===== src/rtl/board_renderer_pkg.sv =====
// Shared definitions for the board renderer family: cell codes, palette and FSM states.
// Also hosts a small width helper used wherever an index needs at least one bit.
package board_pkg;

    localparam logic [1:0] CELL_EMPTY = 2'd0;
    localparam logic [1:0] CELL_O     = 2'd1;
    localparam logic [1:0] CELL_X     = 2'd2;
    localparam logic [1:0] CELL_RSVD  = 2'd3;

    localparam logic [2:0] COL_WHITE  = 3'b111;
    localparam logic [2:0] COL_LBLUE  = 3'b011;
    localparam logic [2:0] COL_PURPLE = 3'b101;
    localparam logic [2:0] COL_BLACK  = 3'b000;
    localparam logic [2:0] COL_CURSOR = 3'b110;

    typedef enum logic [1:0] {
        ST_IDLE,
        ST_DRAW,
        ST_DONE
    } state_t;

    function automatic int idx_width(input int n);
        return (n > 1) ? $clog2(n) : 1;
    endfunction

endpackage


===== src/rtl/board_renderer_if.sv =====
// Request/plot bundle between a board renderer and its client (game logic + VGA adapter).
// The master drives the render request; the slave (renderer) drives status and the pixel stream.
interface board_renderer_if #(
    parameter int N  = 3,
    parameter int XW = 8,
    parameter int YW = 7
);
    localparam int IW = board_pkg::idx_width(N * N);

    logic              start;
    logic [2*N*N-1:0]  grid;
    logic              cursor_en;
    logic [IW-1:0]     cursor_idx;
    logic              busy;
    logic              done;
    logic [XW-1:0]     x_out;
    logic [YW-1:0]     y_out;
    logic [2:0]        colour_out;
    logic              plot;

    modport master (
        output start, grid, cursor_en, cursor_idx,
        input  busy, done, x_out, y_out, colour_out, plot
    );

    modport slave (
        input  start, grid, cursor_en, cursor_idx,
        output busy, done, x_out, y_out, colour_out, plot
    );

endinterface


===== src/rtl/board_renderer_cell_colour_lut.sv =====
// Maps a 2-bit cell code to its 3-bit VGA colour; shared with other sprite renderers.
module cell_colour_lut
    import board_pkg::*;
(
    input  logic [1:0] code,
    output logic [2:0] colour
);

    always_comb begin
        colour = COL_BLACK;
        case (code)
            CELL_EMPTY: colour = COL_WHITE;
            CELL_O:     colour = COL_LBLUE;
            CELL_X:     colour = COL_PURPLE;
            CELL_RSVD:  colour = COL_BLACK;
            default:    colour = COL_BLACK;
        endcase
    end

endmodule


===== src/rtl/board_renderer.sv =====
// Sweeps a snapshot of an N x N board and streams one filled square per cell, one pixel per cycle.
// The pixel emitted on each edge is computed from the "next" counters, so every output is registered.
module board_renderer
    import board_pkg::*;
#(
    parameter int N       = 3,
    parameter int CELL_PX = 20,
    parameter int PITCH   = 30,
    parameter int X0      = 37,
    parameter int Y0      = 7,
    parameter int XW      = 8,
    parameter int YW      = 7
) (
    input  logic             clock,
    input  logic             resetn,
    board_renderer_if.slave  bus
);

    localparam int NN = N * N;
    localparam int GW = 2 * NN;
    localparam int KW = idx_width(NN);
    localparam int CW = idx_width(N);
    localparam int PW = idx_width(CELL_PX);

    if (X0 + (N - 1) * PITCH + CELL_PX - 1 >= (1 << XW)) begin : g_x_range
        $error("board_renderer: board does not fit in XW bits of x");
    end
    if (Y0 + (N - 1) * PITCH + CELL_PX - 1 >= (1 << YW)) begin : g_y_range
        $error("board_renderer: board does not fit in YW bits of y");
    end
    if (PITCH < CELL_PX) begin : g_pitch
        $error("board_renderer: PITCH must not be smaller than CELL_PX");
    end

    state_t          state_q, state_d;
    logic [KW-1:0]   k_q, k_d;
    logic [CW-1:0]   row_q, row_d;
    logic [CW-1:0]   col_q, col_d;
    logic [PW-1:0]   py_q, py_d;
    logic [PW-1:0]   px_q, px_d;
    logic [GW-1:0]   grid_q, grid_d;
    logic            cen_q, cen_d;
    logic [KW-1:0]   cidx_q, cidx_d;
    logic            busy_q, busy_d;
    logic            done_q, done_d;
    logic            plot_q, plot_d;
    logic [XW-1:0]   x_q, x_d;
    logic [YW-1:0]   y_q, y_d;
    logic [2:0]      colour_q, colour_d;

    logic            load;
    logic            last_px, last_py, last_col, last_cell;
    logic [KW-1:0]   n_k;
    logic [CW-1:0]   n_row, n_col;
    logic [PW-1:0]   n_py, n_px;
    logic [KW-1:0]   pix_k;
    logic [CW-1:0]   pix_row, pix_col;
    logic [PW-1:0]   pix_py, pix_px;
    logic [GW-1:0]   src_grid;
    logic            src_cen;
    logic [KW-1:0]   src_cidx;
    logic [1:0]      pix_code;
    logic [2:0]      lut_colour;
    logic            pix_edge;
    logic [2:0]      pix_colour;
    logic [XW-1:0]   pix_x;
    logic [YW-1:0]   pix_y;

    // Step px fastest, then py, then the cell (tracking its row/column alongside k).
    // A start accepted from IDLE/DONE overrides this with pixel 0 of the live inputs.
    always_comb begin
        last_px   = (px_q == PW'(CELL_PX - 1));
        last_py   = (py_q == PW'(CELL_PX - 1));
        last_col  = (col_q == CW'(N - 1));
        last_cell = (k_q == KW'(NN - 1));
        n_k   = k_q;
        n_row = row_q;
        n_col = col_q;
        n_py  = py_q;
        n_px  = px_q;
        if (last_px) begin
            n_px = '0;
            if (last_py) begin
                n_py = '0;
                n_k  = k_q + 1'b1;
                if (last_col) begin
                    n_col = '0;
                    n_row = row_q + 1'b1;
                end else begin
                    n_col = col_q + 1'b1;
                end
            end else begin
                n_py = py_q + 1'b1;
            end
        end else begin
            n_px = px_q + 1'b1;
        end

        load = (state_q != ST_DRAW) && bus.start;
        if (load) begin
            pix_k    = '0;
            pix_row  = '0;
            pix_col  = '0;
            pix_py   = '0;
            pix_px   = '0;
            src_grid = bus.grid;
            src_cen  = bus.cursor_en;
            src_cidx = bus.cursor_idx;
        end else begin
            pix_k    = n_k;
            pix_row  = n_row;
            pix_col  = n_col;
            pix_py   = n_py;
            pix_px   = n_px;
            src_grid = grid_q;
            src_cen  = cen_q;
            src_cidx = cidx_q;
        end
        pix_code = src_grid[2 * (NN - 1 - int'(pix_k)) +: 2];
    end

    cell_colour_lut u_lut (
        .code   (pix_code),
        .colour (lut_colour)
    );

    always_comb begin
        pix_edge = (pix_px == '0) || (pix_px == PW'(CELL_PX - 1)) ||
                   (pix_py == '0) || (pix_py == PW'(CELL_PX - 1));
        if (src_cen && (pix_k == src_cidx) && pix_edge) begin
            pix_colour = COL_CURSOR;
        end else begin
            pix_colour = lut_colour;
        end
        pix_x = XW'(X0 + int'(pix_col) * PITCH + int'(pix_px));
        pix_y = YW'(Y0 + int'(pix_row) * PITCH + int'(pix_py));
    end

    always_comb begin
        state_d  = state_q;
        k_d      = k_q;
        row_d    = row_q;
        col_d    = col_q;
        py_d     = py_q;
        px_d     = px_q;
        grid_d   = grid_q;
        cen_d    = cen_q;
        cidx_d   = cidx_q;
        busy_d   = 1'b0;
        done_d   = 1'b0;
        plot_d   = 1'b0;
        x_d      = '0;
        y_d      = '0;
        colour_d = '0;

        case (state_q)
            ST_IDLE, ST_DONE: begin
                state_d = ST_IDLE;
                if (load) begin
                    state_d = ST_DRAW;
                    grid_d  = bus.grid;
                    cen_d   = bus.cursor_en;
                    cidx_d  = bus.cursor_idx;
                    k_d     = '0;
                    row_d   = '0;
                    col_d   = '0;
                    py_d    = '0;
                    px_d    = '0;
                end
            end
            ST_DRAW: begin
                if (last_px && last_py && last_cell) begin
                    state_d = ST_DONE;
                    done_d  = 1'b1;
                end else begin
                    k_d   = n_k;
                    row_d = n_row;
                    col_d = n_col;
                    py_d  = n_py;
                    px_d  = n_px;
                end
            end
            default: state_d = ST_IDLE;
        endcase

        // The pixel at the counters' new position is emitted on the same edge they move.
        if (load || (state_q == ST_DRAW && state_d == ST_DRAW)) begin
            busy_d   = 1'b1;
            plot_d   = 1'b1;
            x_d      = pix_x;
            y_d      = pix_y;
            colour_d = pix_colour;
        end
    end

    always_ff @(posedge clock or negedge resetn) begin
        if (!resetn) begin
            state_q  <= ST_IDLE;
            k_q      <= '0;
            row_q    <= '0;
            col_q    <= '0;
            py_q     <= '0;
            px_q     <= '0;
            grid_q   <= '0;
            cen_q    <= 1'b0;
            cidx_q   <= '0;
            busy_q   <= 1'b0;
            done_q   <= 1'b0;
            plot_q   <= 1'b0;
            x_q      <= '0;
            y_q      <= '0;
            colour_q <= '0;
        end else begin
            state_q  <= state_d;
            k_q      <= k_d;
            row_q    <= row_d;
            col_q    <= col_d;
            py_q     <= py_d;
            px_q     <= px_d;
            grid_q   <= grid_d;
            cen_q    <= cen_d;
            cidx_q   <= cidx_d;
            busy_q   <= busy_d;
            done_q   <= done_d;
            plot_q   <= plot_d;
            x_q      <= x_d;
            y_q      <= y_d;
            colour_q <= colour_d;
        end
    end

    assign bus.busy       = busy_q;
    assign bus.done       = done_q;
    assign bus.plot       = plot_q;
    assign bus.x_out      = x_q;
    assign bus.y_out      = y_q;
    assign bus.colour_out = colour_q;

endmodule


===== src/flat_wrapper.sv =====
// flat-port wrapper written by rule: the top's interface ports become plain ports
module board_renderer_flat import board_pkg::*;
#(
    parameter int N       = 3,
    parameter int CELL_PX = 20,
    parameter int PITCH   = 30,
    parameter int X0      = 37,
    parameter int Y0      = 7,
    parameter int XW      = 8,
    parameter int YW      = 7
)
  (clock, resetn, bus_start, bus_grid, bus_cursor_en, bus_cursor_idx, bus_busy, bus_done, bus_x_out, bus_y_out, bus_colour_out, bus_plot);
  board_renderer_if #(.N(N), .XW(XW), .YW(YW)) bus_i ();
  input  logic clock;
  input  logic resetn;
  input wire logic [$bits(bus_i.start)-1:0] bus_start;
  input wire logic [$bits(bus_i.grid)-1:0] bus_grid;
  input wire logic [$bits(bus_i.cursor_en)-1:0] bus_cursor_en;
  input wire logic [$bits(bus_i.cursor_idx)-1:0] bus_cursor_idx;
  output wire logic [$bits(bus_i.busy)-1:0] bus_busy;
  output wire logic [$bits(bus_i.done)-1:0] bus_done;
  output wire logic [$bits(bus_i.x_out)-1:0] bus_x_out;
  output wire logic [$bits(bus_i.y_out)-1:0] bus_y_out;
  output wire logic [$bits(bus_i.colour_out)-1:0] bus_colour_out;
  output wire logic [$bits(bus_i.plot)-1:0] bus_plot;
  assign bus_i.start = bus_start;
  assign bus_i.grid = bus_grid;
  assign bus_i.cursor_en = bus_cursor_en;
  assign bus_i.cursor_idx = bus_cursor_idx;
  assign bus_busy = bus_i.busy;
  assign bus_done = bus_i.done;
  assign bus_x_out = bus_i.x_out;
  assign bus_y_out = bus_i.y_out;
  assign bus_colour_out = bus_i.colour_out;
  assign bus_plot = bus_i.plot;
  board_renderer #(.N(N), .CELL_PX(CELL_PX), .PITCH(PITCH), .X0(X0), .Y0(Y0), .XW(XW), .YW(YW)) u_core (.clock(clock), .resetn(resetn), .bus(bus_i));
endmodule

===== config.mk =====
export PLATFORM = sky130hd
export DESIGN_NAME = board_renderer_flat
export DESIGN_NICKNAME = d
export VERILOG_FILES = /design/src/rtl/board_renderer_pkg.sv /design/src/rtl/board_renderer_if.sv /design/src/rtl/board_renderer_cell_colour_lut.sv /design/src/rtl/board_renderer.sv /design/src/flat_wrapper.sv
export SDC_FILE = /design/constraint.sdc
export NUM_CORES = 1
export LEC_CHECK = 0
export BUFFER_PORTS_ARGS = -buffer_cell sky130_fd_sc_hd__buf_2
export CAP_MARGIN = 40
export CORE_ASPECT_RATIO = 1.2
export CORE_MARGIN = 5
export CORE_UTILIZATION = 35
export DETAILED_ROUTE_END_ITERATION = 10
export PLACE_DENSITY = 0.57
export SLEW_MARGIN = 10
export SYNTH_ARGS = -nofsm -noshare
export SYNTH_HDL_FRONTEND = slang
export SYNTH_HIERARCHICAL = 1
export SYNTH_SLANG_ARGS = --single-unit

===== constraint.sdc =====
create_clock -name clock -period 10.36 [get_ports clock]
set_input_delay 2.072 -clock clock [delete_from_list [all_inputs] [get_ports clock]]
set_output_delay 2.072 -clock clock [all_outputs]
set_load 0.02 [all_outputs]

==> After elaboration in Yosys (flattened, before gate mapping) <==
Index checks and enable logic that the tools add are counted.
{ "totals": {"register_bits": 63, "out_inout_bits": 21, "elab_cells": 103} }
{ "op_classes": {"n_addsub": 10, "mul": 2, "n_eq_ne": 16, "shifts": 1, "muxes": 43, "n_reduce_logical": 17} }
{ "op_table": {"columns": ["operator", "n"], "rows": [
  ["two-way mux 5 bit", 8],
  ["indexed part select 18 x 32 -> 2 bit", 1],
  ["two-way mux 2 bit", 12],
  ["two-way mux 4 bit", 6],
  ["equality test 5 bit (second input constant)", 4],
  ["case mux 5 bit (2 select lines)", 2],
  ["two-way mux 18 bit", 1],
  ["multiplier 2 x 4 -> 6 bit (second input constant)", 2],
  ["case mux 2 bit (2 select lines)", 3],
  ["case mux 3 bit (4 select lines)", 1],
  ["adder 5 x 1 -> 5 bit (second input constant)", 2],
  ["logical NOT 5 bit", 2],
  ["adder 7 x 8 -> 8 bit (first input constant)", 1],
  ["adder 8 x 6 -> 8 bit", 1],
  ["equality test 2 bit (second input constant)", 4],
  ["two-way mux 8 bit", 1],
  ["case mux 4 bit (2 select lines)", 1],
  ["adder 4 x 7 -> 7 bit (first input constant)", 1],
  ["adder 7 x 6 -> 7 bit", 1],
  ["two-way mux 7 bit", 1],
  ["equality test 2 x 1 -> 1 bit (second input constant)", 3],
  ["logical AND 1 bit", 6],
  ["two-way mux 3 bit", 2],
  ["two-way mux 1 bit", 5],
  ["other kinds (12)", 18]
]} }

==> Longest topological paths before layout <==
Gate-level depths: netlist (run 1).
{ "logic_depth": {"ltp_word": 10, "ltp_mapped": 19, "depth_no_buf": 17} }

==> Modules after synthesis <==
The synthesis (run 1) kept the hierarchy.
{ "modules_own_cells": {"columns": ["module", "instances", "cells_each", "area_each_um2", "seq_area_each_um2"], "rows": [
  ["board_renderer", 1, 430, 4115.2, 1576.5],
  ["cell_colour_lut", 1, 3, 11.3, 0.0]
]} }

==> Worst setup path after synthesis (run 1) <==
OpenSTA, ideal clock, no wires.
{ "synth_path": {"path_kind": "in2reg", "from": "input bus_start", "to": "register u_core.y_q[6] (netlist: u_core/bus.y_out[6])", "t_arrival_ps": 4663, "slack_ps": 5565, "path_stages": 15, "n_path_buf": 2, "cell_sequence": "inv_1 > nor2_1 > clkbuf_1 > clkbuf_1 > or2_2 > ha_1 > ha_1 > inv_1 > ha_1 > a21o_1 > a21oi_1 > o21bai_1 > a21oi_1 > xor2_1 > nor2_1"} }
{ "synth_between": {"elab_chain_cells": 7, "word_cells_on_any_way": 12, "cone_classes": "add/sub (2); mul (1); eq/ne (1); mux (5); reduce/logical (3)"} }
{ "synth_rtl": {"columns": ["element", "line", "rtl"], "rows": [
  ["start, declared", "flat_wrapper.sv:16", "input wire logic [$bits(bus_i.start)-1:0] bus_start;"],
  ["logical AND 1 bit (*)", "board_renderer.sv:99", "load = (state_q != ST_DRAW) && bus.start;"],
  ["branches (longest 5 deep; another with adder 4 x 7 -> 7 bit)", null, null],
  ["two-way mux 7 bit (*)", "board_renderer.sv:187", "if (load || (state_q == ST_DRAW && state_d == ST_DRAW)) begin"],
  ["via u_core.y_d[6]", "board_renderer.sv:48", "logic [YW-1:0] y_q, y_d;"],
  ["end signal, assigned", "board_renderer.sv:227", "y_q <= y_d;"],
  ["end, declared", "board_renderer.sv:48", null]
]} }
Mark *: on every way through the listed nets, which the timed path passes.
A chain may end at the register's enable or synchronous reset.

==> Final worst setup path (run 1) <==
{ "layout_path": {"from": "register u_core.px_q[0]", "to": "register u_core.colour_q[0] (netlist: u_core/bus.colour_out[0])"} }
{ "layout_between": {"word_cells_on_any_way": 34, "cone_classes": "add/sub (2); eq/ne (8); shift (1); mux (11); reduce/logical (12)"} }
{ "layout_rtl": {"columns": ["element", "line", "rtl"], "rows": [
  ["start, declared", "board_renderer.sv:40", "logic [PW-1:0] px_q, px_d;"],
  ["start signal, assigned", "board_renderer.sv:219", "px_q <= px_d;"],
  ["equality test 5 bit (*)", "board_renderer.sv:72", "last_px = (px_q == PW'(CELL_PX - 1));"],
  ["two-way mux 4 bit (*)", "board_renderer.sv:81", "if (last_px) begin"],
  ["two-way mux 4 bit (*)", "board_renderer.sv:100", "if (load) begin"],
  ["subtractor 4 x 4 -> 5 bit (*)", "board_renderer.sv:119", "pix_code = src_grid[2 * (NN - 1 - int'(pix_k)) +: 2];"],
  ["indexed part select 18 x 32 -> 2 bit (*)", "board_renderer.sv:119", null],
  ["via u_core.pix_code[0]", "board_renderer.sv:62", "logic [1:0] pix_code;"],
  ["equality test 2 bit, or another cell as far along", "board_renderer_cell_colour_lut.sv:11", "case (code)"],
  ["case mux 3 bit (4 select lines) (*)", "board_renderer_cell_colour_lut.sv:11", null],
  ["via u_core.lut_colour[0]", "board_renderer.sv:63", "logic [2:0] lut_colour;"],
  ["two-way mux 3 bit (*)", "board_renderer.sv:130", "if (src_cen && (pix_k == src_cidx) && pix_edge) begin"],
  ["two-way mux 3 bit (*)", "board_renderer.sv:187", null],
  ["via u_core.colour_d[0]", "board_renderer.sv:49", "logic [2:0] colour_q, colour_d;"],
  ["end signal, assigned", "board_renderer.sv:228", "colour_q <= colour_d;"],
  ["end, declared", "board_renderer.sv:49", null]
]} }
The timed path passes the listed nets; every way through them passes the cells marked *.

==> metrics, run 1 <==
Max Fclk 0.209 GHz; setup bufs post-CTS 0; Async SR Flop Fraction 100%; share of synthesized area occupied by flip-flops and latches roughly two fifths; routing usage on met2 26.5%; CTS H-tree depth 3; critical path data required time about 11000 ps; Final Hold Vio Count 0; Final Cell Area 4770 sq um; final estimated routing congestion in global placement 0.809; initial antenna violation count 0; count of instances resized after the clock tree is built 0; Core ar. 11600 sq um; buffers added on ports 46; kind of end point of the critical path register; clock tree from TritonCTS done; number of register bits inferred by synthesis 63; GRT met1 Usage 16.4%; RSZ-0062 raised after global routing false; leading register cell type out of synthesis sky130_fd_sc_hd__dfrtp_1; synthesized area per cell about 9.5 sq um; Post-Syn Nets 490; number of max-capacitance violations reported 0; footprint of the multi-input gates between 2000 and 2500 sq um; wire length per cell 15.0 microns; final-layout setup total negative slack 0 ps; GRT busiest layer met2; clock slew at the register clock pins of the worst setup and hold paths 50 ps; largest net degree at the start of global routing 64; path depth of the worst reg2reg path 13; Diodes inserted 0; Post-Synthesis Cells roughly 430; arrival time of the worst setup path around 5000 ps; total routing usage reported by global routing 14.5%; Final Skew 7.54 ps; final routed DRC violation total 0; worst hold path type register to register; dominant cell type by area after synthesis sky130_fd_sc_hd__dfrtp_1; most common library cell in the layout ignoring fill and taps sky130_fd_sc_hd__dfrtp_1; highest fanout seen on the critical path 15; grt total ovfl 0; nature of the critical path startpoint register; height of the die 129 microns; footprint of the flip-flops and latches 1580 sq um; vias per std cell slightly above 5; signed area change from the synthesized netlist to the final layout 15.6%; total power divided by cell area 117 nW/um^2; leakage component of the power 0.00214 uW; run status complete, no violations; layout cell share with drive strength beyond 1 22.0%; top cells by area in the synthesized netlist sky130_fd_sc_hd__dfrtp_1 38%, sky130_fd_sc_hd__ha_1 8.8%, sky130_fd_sc_hd__mux2_2 7.4%, sky130_fd_sc_hd__nand2_1 3.7%, sky130_fd_sc_hd__inv_1 3.1%; Yosys Warn Count 6; EDFF count, synth 0; final number of setup-violating endpoints 0; global-route wire length before repair 16200 microns; Filler Cell Count 1153; part of the cycle the worst path needs between 40% and 50%; post-synthesis instance area 4130 sq um; Skew-Pair Late Insertion Delay 330 ps; number of top-level pins 47; largest vdd supply drop 73.9 uV; Worst Hold Slack around 500 ps; Clk Tree Root Cell sky130_fd_sc_hd__clkbuf_16; type of the worst setup path register to register; number of buffers inserted for hold repair after clock tree synthesis 0; met3 usage under 10%; most frequent cells in the layout 63 x sky130_fd_sc_hd__dfrtp_1, 46 x sky130_fd_sc_hd__buf_2, 41 x sky130_fd_sc_hd__nand2_1; routed wire length around 9500 microns; Yosys cell types 63; final critical path time including I/O delays and setup 4790 ps; clk buf depth 2; starting density of the core 35.7%; DRT Pass-1 Iters 4; placed standard-cell area 4490 sq um; die area 14100 sq um; count of vias placed by the detailed router 3274; number of clock sinks seen by CTS 63; Slew HR about two fifths; WHS Path Cells 1; Detailed Place HPWL 6990 microns; number of global-route vias before repair 3438; DR iter-0 viols 155; die width around 110 microns; count of pins over their slew limit 0; final-stage net count 526; share of the synthesized area in the top cell type 38.2%; TritonCTS buffer count 9; transition time at the pin with the least slew margin 912 ps; number of placement rows 43; number of nets with antenna violations after detailed routing 0
==> cell type report <==
| cell class | instances | share of cell area (%) |
|---|---|---|
| Tap cell | 157 | 4.12 |
| Multi-Input combinational cell | 310 | 48.5 |
| Sequential cell | 63 | 33.0 |
| Inverter | 34 | 2.67 |
| Clock buffer | 12 | 5.58 |
| Clock inverter | 3 | 0.367 |
| Timing Repair Buffer | 51 | 5.77 |
==> worst paths after layout <==
kind                             startpoint                  endpoint  slack (ps)
max in group asynchronous            resetn  u_core/bus.colour_out[0]        7900
setup / recovery             u_core/px_q[0]  u_core/bus.colour_out[0]        5570
min in group asynchronous            resetn       u_core/bus.x_out[7]        1910
hold / removal             u_core/grid_q[5]          u_core/grid_q[5]         500
setup reg to reg             u_core/px_q[0]  u_core/bus.colour_out[0]        5570
hold reg to reg            u_core/grid_q[5]          u_core/grid_q[5]         500
==> per-layer routing <==
layer / vias to the layer above / routed length [microns]
met5: - / 0
met4: 0 / 177
met3: 15 / 428
met2: 69 / 4930
met1: 1582 / 3940
li1: 1608 / -
==> metrics by stage <==
stage	utilization, %	setup slack [ps]	std cells	total power [uW]
2_1_floorplan	-	5570	433	266
3_3_place_gp	38.7	5410	614	279
3_5_place_dp	38.8	5340	615	280
4_1_cts	41.3	5570	630	566
5_1_grt	41.3	5130	630	580
6_report	41.3	5570	630	558
==> cells in the mapped netlist (3+ instances only) <==
library cell	count
sky130_fd_sc_hd__nor2b_1	7
sky130_fd_sc_hd__o22ai_1	5
sky130_fd_sc_hd__nand2b_1	6
sky130_fd_sc_hd__o211ai_1	4
sky130_fd_sc_hd__a21boi_0	3
sky130_fd_sc_hd__buf_4	3
sky130_fd_sc_hd__a32o_1	3
sky130_fd_sc_hd__ha_1	29
sky130_fd_sc_hd__a21oi_1	21
sky130_fd_sc_hd__dfrtp_1	63
sky130_fd_sc_hd__mux2_2	27
sky130_fd_sc_hd__nand3_1	13
sky130_fd_sc_hd__nor2_1	29
sky130_fd_sc_hd__a21o_1	6
sky130_fd_sc_hd__o21ai_0	21
sky130_fd_sc_hd__nor3_1	7
sky130_fd_sc_hd__and2_1	6
sky130_fd_sc_hd__clkbuf_1	15
sky130_fd_sc_hd__buf_2	5
sky130_fd_sc_hd__a211o_1	3
sky130_fd_sc_hd__nand2_1	41
sky130_fd_sc_hd__xor2_1	5
sky130_fd_sc_hd__mux2i_1	4
sky130_fd_sc_hd__o31ai_1	7
sky130_fd_sc_hd__xnor2_1	14
sky130_fd_sc_hd__inv_1	34
sky130_fd_sc_hd__mux4_2	4
==> registers in the layout, summed over array words and instances (netlist names), 2 cells and up <==
signal,flops
u_core/bus.y_out,7
u_core/col_q,2
u_core/bus.colour_out,3
u_core/py_q,5
u_core/row_q,2
u_core/state_q,2
u_core/k_q,4
u_core/px_q,5
u_core/grid_q,18
u_core/bus.x_out,8
u_core/cidx_q,4
==> where the power goes <==
| part | leakage (uW) | internal (uW) | switching (uW) |
|---|---|---|---|
| Sequential | 0.000763 | 251 | 2.38 |
| Clock | 0.000140 | 179 | 104 |
| Combinational | 0.00124 | 10.6 | 10.6 |
| Total | 0.00214 | 441 | 117 |
==> critical path, cell delays in order (launching register included) <==
cell	delay, ps
sky130_fd_sc_hd__dfrtp_1	530
sky130_fd_sc_hd__ha_1	390
sky130_fd_sc_hd__nand4bb_1	660
sky130_fd_sc_hd__nor2_1	780
sky130_fd_sc_hd__xnor2_1	140
sky130_fd_sc_hd__nor2_1	270
sky130_fd_sc_hd__inv_1	80
sky130_fd_sc_hd__ha_1	540
sky130_fd_sc_hd__mux4_2	380
sky130_fd_sc_hd__a21boi_0	140
sky130_fd_sc_hd__a211o_1	300
sky130_fd_sc_hd__a32o_1	290
sky130_fd_sc_hd__nand2_1	80
sky130_fd_sc_hd__o311a_1	160
==> kinds of logic after synthesis <==
family | share of synthesized area (%)
and+or+nand+nor | 15.2
AOI/OAI and AO/OA | 16.4
DFF | 38.2
buffers and inverters | 5.91
muxes | 10.5
adders and majority gates | 9.76
xor gates and xnor gates | 4.03
No activity file was read; power rests on OpenSTA's default activity.
==> run 2, diff against run 1 <==
clock period = 5 ns   (was 10.36 ns; I/O delays follow)
==> run 2 against run 1 <==
Cell area is 0.97% higher. Flip-flop and latch count stayed put. Die area stayed put. Final cell count is 1.3% higher. Sequential power is 110% higher. Combinational power is 110% higher. Clock power is 110% higher. First-iteration DRC count is 13% lower. Setup slack worse by 5000 ps. Via count is 1.1% higher. Global-route usage is 0.77 points higher. Critical endpoint is now u_core/bus.y_out[6].
==> metrics, run 2 (same netlist as run 1, synthesis figures left out) <==
total routing usage reported by global routing 15.3% (+0.77 points); WHS Path Cells 1 (unchanged); slack of the critical path 615 ps (-4960 ps); number of buffers inserted for hold repair after clock tree synthesis 0 (unchanged); reg-to-reg endpoint u_core/bus.y_out[6]; wire length per cell 15.2 microns (+1.4%); CTS H-tree depth 3 (unchanged); Skew-Pair Late Insertion Delay 330 ps (about the same); path depth of the worst reg2reg path 17 (+4); initial antenna violation count 0 (unchanged); Setup WS pre-CTS 634 ps (-4710 ps); run status complete, no violations; critical path data required time 5220 ps (-5400 ps); overall power of the completed layout 1160 uW (+110%); most frequent CP cell sky130_fd_sc_hd__ha_1; RSZ-0062 raised after global routing false; worst hold path type register to register; setup bufs post-CTS 0 (unchanged); number of max-capacitance violations reported 0 (unchanged); count of pins over their slew limit 0 (unchanged); most frequent cells in the layout 63 x sky130_fd_sc_hd__dfrtp_1, 46 x sky130_fd_sc_hd__buf_2, 41 x sky130_fd_sc_hd__nand2_1; signed area change from the synthesized netlist to the final layout 16.8%; vias per std cell 5.19 (-0.17%); Detailed Place HPWL 7150 microns (+2.3%); highest fanout seen on the critical path 10 (-5); number of top-level pins 47 (unchanged); TritonCTS buffer count 9 (unchanged); part of the cycle the worst path needs 87.7% (+41 points); final-stage net count 533 (+1.3%); nature of the critical path startpoint register; Filler Cell Count 1130 (-2.0%); number of nets with antenna violations after detailed routing 0 (unchanged); buffers added on ports 46 (unchanged); layout cell share with drive strength beyond 1 23.3% (+1.3 points); capture endpoint of the worst hold path u_core/grid_q[0]; grt total ovfl 0 (unchanged); register share of total power 45.1% (-0.3 points); die area 14100 sq um (unchanged); final-layout setup total negative slack 0 ps (unchanged); global-route wire length before repair 16900 microns (+4.2%); flip-flop count of the largest register after layout 18 (unchanged); R2R Path Start u_core/px_q[0]; die width 109 microns (unchanged); most common library cell in the layout ignoring fill and taps sky130_fd_sc_hd__dfrtp_1; DR iter-0 viols 135 (-13%); reported net switching power 261 uW (+120%); number of cells in the finished layout apart from fillers 638 (+1.3%); Slew HR 59.9% (+21 points); Core ar. 11600 sq um (unchanged); clk buf depth 2 (unchanged); internal power 902 uW (+100%); final estimated routing congestion in global placement 0.930 (+15%); Max Fclk 0.228 GHz (+9.2%); Final Skew 5.48 ps (-2.05 ps); critical path's slowest cell sky130_fd_sc_hd__nor3b_1; Clk Tree Root Cell sky130_fd_sc_hd__clkbuf_16; register bank with the most flops u_core/grid_q; total power divided by cell area 241 nW/um^2 (+110%); transition time at the pin with the least slew margin 598 ps (-315 ps); clock share of power 51.1% (+0.3 points); final critical path time including I/O delays and setup 4390 ps (-404 ps); share of power burned in combinational logic 3.8% (about the same); number of placement rows 43 (unchanged); count of vias placed by the detailed router 3310 (+1.1%); largest net degree at the start of global routing 41 (-36%); routed wire length 9730 microns (+2.7%); final number of setup-violating endpoints 0 (unchanged); Diodes inserted 0 (unchanged); critical path cell sequence ha_1 > nor4bb_2 > nand2_1 > nor3b_1 > nand2_1 > xor2_1 > nor2_1 > ha_1 > ha_1 > inv_1 > ha_1 > a21o_1 > a21oi_1 > o21bai_1 > a21oi_1 > xor2_1 > nor2_1; R2R Setup Slk 610 ps (-4960 ps); leakage component of the power 0.00216 uW (+1.1%); number of global-route vias before repair 3456 (+0.52%); kind of end point of the critical path register; height of the die 129 microns (unchanged); starting density of the core 35.7% (unchanged); number of clock sinks seen by CTS 63 (unchanged); Largest stage delay, worst path 540 ps (-240 ps); switching share of total power 22.4% (+1.4 points); count of instances resized after the clock tree is built 0 (unchanged); Final Hold Vio Count 0 (unchanged); type of the worst setup path register to register; DRT Pass-1 Iters 4 (unchanged); final routed DRC violation total 0 (unchanged); Min-Delay Startpoint u_core/grid_q[0]; total placed cells including tap cells 622 (+1.1%); clock tree from TritonCTS done; arrival time of the worst setup path 4610 ps (-430 ps); clock slew at the register clock pins of the worst setup and hold paths 60 ps (about the same); largest vdd supply drop 137 uV (+85%)
==> run 2: changes by cell type in the layout (fill, tap and decap cells not counted) <==
| cell | delta |
|---|---|
| sky130_fd_sc_hd__clkbuf_8 | -1 |
| sky130_fd_sc_hd__clkinvlp_4 | +2 |
| sky130_fd_sc_hd__buf_4 | +8 |
| sky130_fd_sc_hd__buf_8 | -1 |
==> run 2: power by group through the flow <==
stage | Combinational (uW) | Sequential (uW) | Clock, uW
floorplan | 19.6 | 532 | 0
global placement | 44.6 | 533 | 0
detailed placement | 45.5 | 534 | 0
CTS | 45.7 | 524 | 611
global route | 50.5 | 525 | 642
finish | 43.9 | 525 | 594
==> run 2: layer usage <==
metal / vias to the layer above / global-route usage, % / part of all wire [%]
met4: 0 / 7.58 / 2.3
met3: 17 / 2.96 / 4.6
met1: 1577 / 18.3 / 42
met5: - / 0 / 0
li1: 1626 / - / -
met2: 90 / 26.1 / 51
==> run 2: through the flow <==
step                      utilization (%)  area [sq um]  hold slack [ps]
final                                41.7          4820              500
after global placement               39.2          4530              481
after CTS                            41.7          4820              500
after detailed placement             39.2          4530              488
after global routing                 41.7          4820              524
after floorplan                         -          4130              469
==> run 2: critical path: cells and delay by family, from the launching register on <==
kind	cells	cell delay, ps
and+or+nand+nor	6	1520
buffers and inverters	1	70
adders and majority gates	4	1230
DFF	1	490
AOI/OAI and AO/OA	4	640
xor gates and xnor gates	2	340
==> run 2: worst max path at each step <==
stage                                      to           start  slack, ps
after floorplan           u_core/bus.y_out[6]  u_core/px_q[1]       1180
after detailed placement  u_core/bus.y_out[6]  u_core/px_q[0]        630
final                     u_core/bus.y_out[6]  u_core/px_q[0]        610
after global routing      u_core/bus.y_out[6]  u_core/px_q[0]        110
after CTS                 u_core/bus.y_out[6]  u_core/px_q[0]        610
after global placement    u_core/bus.y_out[6]  u_core/px_q[0]        770
==> run 2: cell type report <==
class	instances	area, sq um	area share, %
multi-input combinational	310	2310	48.0
timing repair buffer	58	320	6.65
tap	157	196	4.08
clock inverter	5	32.5	0.675
inverter	34	128	2.65
sequential	63	1580	32.7
clock buffer	11	253	5.25
==> run 3, diff against run 2 <==
MAX_ROUTING_LAYER = met4   (was unset)
==> run 3 against run 2 <==
Final cell count unchanged. Non-clock buffer count unchanged. Critical endpoint unchanged. Flip-flop and latch count unchanged. Sequential power about the same. Highest routed layer unchanged. Global-route usage increased by 0.45 points. Utilization unchanged. Clock-buffer cell count unchanged. Critical path depth unchanged. Via count decreased by 0.30%. Cell area unchanged. Clock skew decreased by 0.84 ps.
==> metrics, run 3 (same netlist as run 1, synthesis figures left out) <==
footprint of the flip-flops and latches 1580 sq um (unchanged); top cell family by delay on the critical path simple AND/OR/NAND/NOR gates; starting density of the core 35.7% (unchanged); slack of the critical path 606 ps (-8.53 ps); global-route wire length before repair 16900 microns (unchanged); reported net switching power 261 uW (+0.12%); transition time at the pin with the least slew margin 611 ps (+13.2 ps); clk buf depth 2 (unchanged); wire length per cell 15.3 microns (+0.34%); number of clock sinks seen by CTS 63 (unchanged); final number of setup-violating endpoints 0 (unchanged); buffers added on ports 46 (unchanged); clock tree from TritonCTS done; worst hold path type register to register; DRT Pass-1 Iters 4 (unchanged); setup bufs post-CTS 0 (unchanged); RSZ-0062 raised after global routing false; height of the die 129 microns (unchanged); footprint of the multi-input gates 2310 sq um (unchanged); grt total ovfl 0 (unchanged); count of vias placed by the detailed router 3300 (-0.30%); vias per std cell 5.17 (-0.30%); Detailed Place HPWL 7150 microns (unchanged); clock share of power 51.1% (about the same); run status complete, no violations; count of instances resized after the clock tree is built 0 (unchanged); final-layout setup total negative slack 0 ps (unchanged); most frequent cells in the layout 63 x sky130_fd_sc_hd__dfrtp_1, 46 x sky130_fd_sc_hd__buf_2, 41 x sky130_fd_sc_hd__nand2_1; Clk Tree Root Cell sky130_fd_sc_hd__clkbuf_16; initial antenna violation count 0 (unchanged); count of buffering cells on the critical path with inverters included 1 (unchanged); number of global-route vias before repair 3467 (+0.32%); final estimated routing congestion in global placement 0.946 (+1.8%); Setup WS pre-CTS 634 ps (unchanged); flip-flop count of the largest register after layout 18 (unchanged); R2R Setup Slk 610 ps (about the same); die width 109 microns (unchanged); Final Hold Vio Count 0 (unchanged); register share of total power 45.1% (about the same); share of power burned in combinational logic 3.8% (about the same); final critical path time including I/O delays and setup 4390 ps (+8.52 ps); Worst path depth 17 (unchanged); die area 14100 sq um (unchanged); Worst Hold Slack 500 ps (unchanged); type of the worst setup path register to register; leakage component of the power 0.00216 uW (unchanged); overall power of the completed layout 1160 uW (about the same); path depth of the worst reg2reg path 17 (unchanged); Diodes inserted 0 (unchanged); switching share of total power 22.5% (about the same); DR iter-0 viols 132 (-2.2%); register bank with the most flops u_core/grid_q; number of placement rows 43 (unchanged); largest net degree at the start of global routing 41 (unchanged); largest vdd supply drop 138 uV (+0.35%); Core ar. 11600 sq um (unchanged); CTS H-tree depth 3 (unchanged); most common library cell in the layout ignoring fill and taps sky130_fd_sc_hd__dfrtp_1; placed standard-cell area 4530 sq um (unchanged); Final Cell Area 4820 sq um (unchanged); routed wire length 9760 microns (+0.34%); critical path data required time 5220 ps (about the same); critical path's slowest cell sky130_fd_sc_hd__nor3b_1; part of the cycle the worst path needs 87.9% (+0.17 points); Final Skew 4.64 ps (-0.843 ps); number of max-capacitance violations reported 0 (unchanged); TritonCTS buffer count 9 (unchanged); total power divided by cell area 241 nW/um^2 (about the same); most frequent CP cell sky130_fd_sc_hd__ha_1; arrival time of the worst setup path 4620 ps (about the same); Max Fclk 0.228 GHz (-0.19%); Filler Cell Count 1130 (unchanged); final routed DRC violation total 0 (unchanged); highest fanout seen on the critical path 10 (unchanged); number of top-level pins 47 (unchanged); kind of end point of the critical path register; critical path cell sequence ha_1 > nor4bb_2 > nand2_1 > nor3b_1 > nand2_1 > xor2_1 > nor2_1 > ha_1 > ha_1 > inv_1 > ha_1 > a21o_1 > a21oi_1 > o21bai_1 > a21oi_1 > xor2_1 > nor2_1; clock slew at the register clock pins of the worst setup and hold paths 60 ps (about the same); internal power 902 uW (about the same); WHS Path Cells 1 (unchanged); Skew-Pair Late Insertion Delay 330 ps (about the same); number of buffers inserted for hold repair after clock tree synthesis 0 (unchanged); signed area change from the synthesized netlist to the final layout 16.8% (unchanged); nature of the critical path startpoint register; Largest stage delay, worst path 540 ps (about the same); final-stage net count 533 (unchanged); layout cell share with drive strength beyond 1 23.3% (unchanged); total routing usage reported by global routing 15.8% (+0.45 points); count of pins over their slew limit 0 (unchanged); Slew HR 59.0% (-0.88 points); number of nets with antenna violations after detailed routing 0 (unchanged)
-- run 3: power by group through the flow --
stage               Clock [uW]  Sequential (uW)  Combinational [uW]
detailed placement           0              534                45.5
global route               640              525                50.5
floorplan                    0              532                19.6
CTS                        611              524                45.7
global placement             0              533                44.6
finish                     595              524                44.0
-- run 3: final cells by class --
class                      instances  share of cell area (%)
clock buffer                      11                    5.25
timing repair buffer              58                    6.65
clock inverter                     5                   0.675
multi-input combinational        310                    48.0
sequential                        63                    32.7
tap                              157                    4.08
inverter                          34                    2.65
-- run 3: layer usage --
metal / track usage (%) / part of all wire (%) / wire length (microns)
met4: 8.47 / 2.4 / 238
met5: - / 0 / 0
met1: 18.3 / 43 / 4160
met3: 2.26 / 3.5 / 346
met2: 26.1 / 51 / 5020
-- run 3: final timing paths --
check | startpoint | to
worst max-delay path | u_core/px_q[0] | u_core/bus.y_out[6]
worst min-delay path | u_core/grid_q[0] | u_core/grid_q[0]
worst max register to register | u_core/px_q[0] | u_core/bus.y_out[6]
worst min register to register | u_core/grid_q[0] | u_core/grid_q[0]
max in group asynchronous | resetn | u_core/cidx_q[3]
min in group asynchronous | resetn | u_core/px_q[3]
-- run 3: metrics by stage --
step                utilization, %  instances
floorplan                        -        433
global placement              39.2        622
global route                  41.7        638
finish                        41.7        638
CTS                           41.7        638
detailed placement            39.2        622
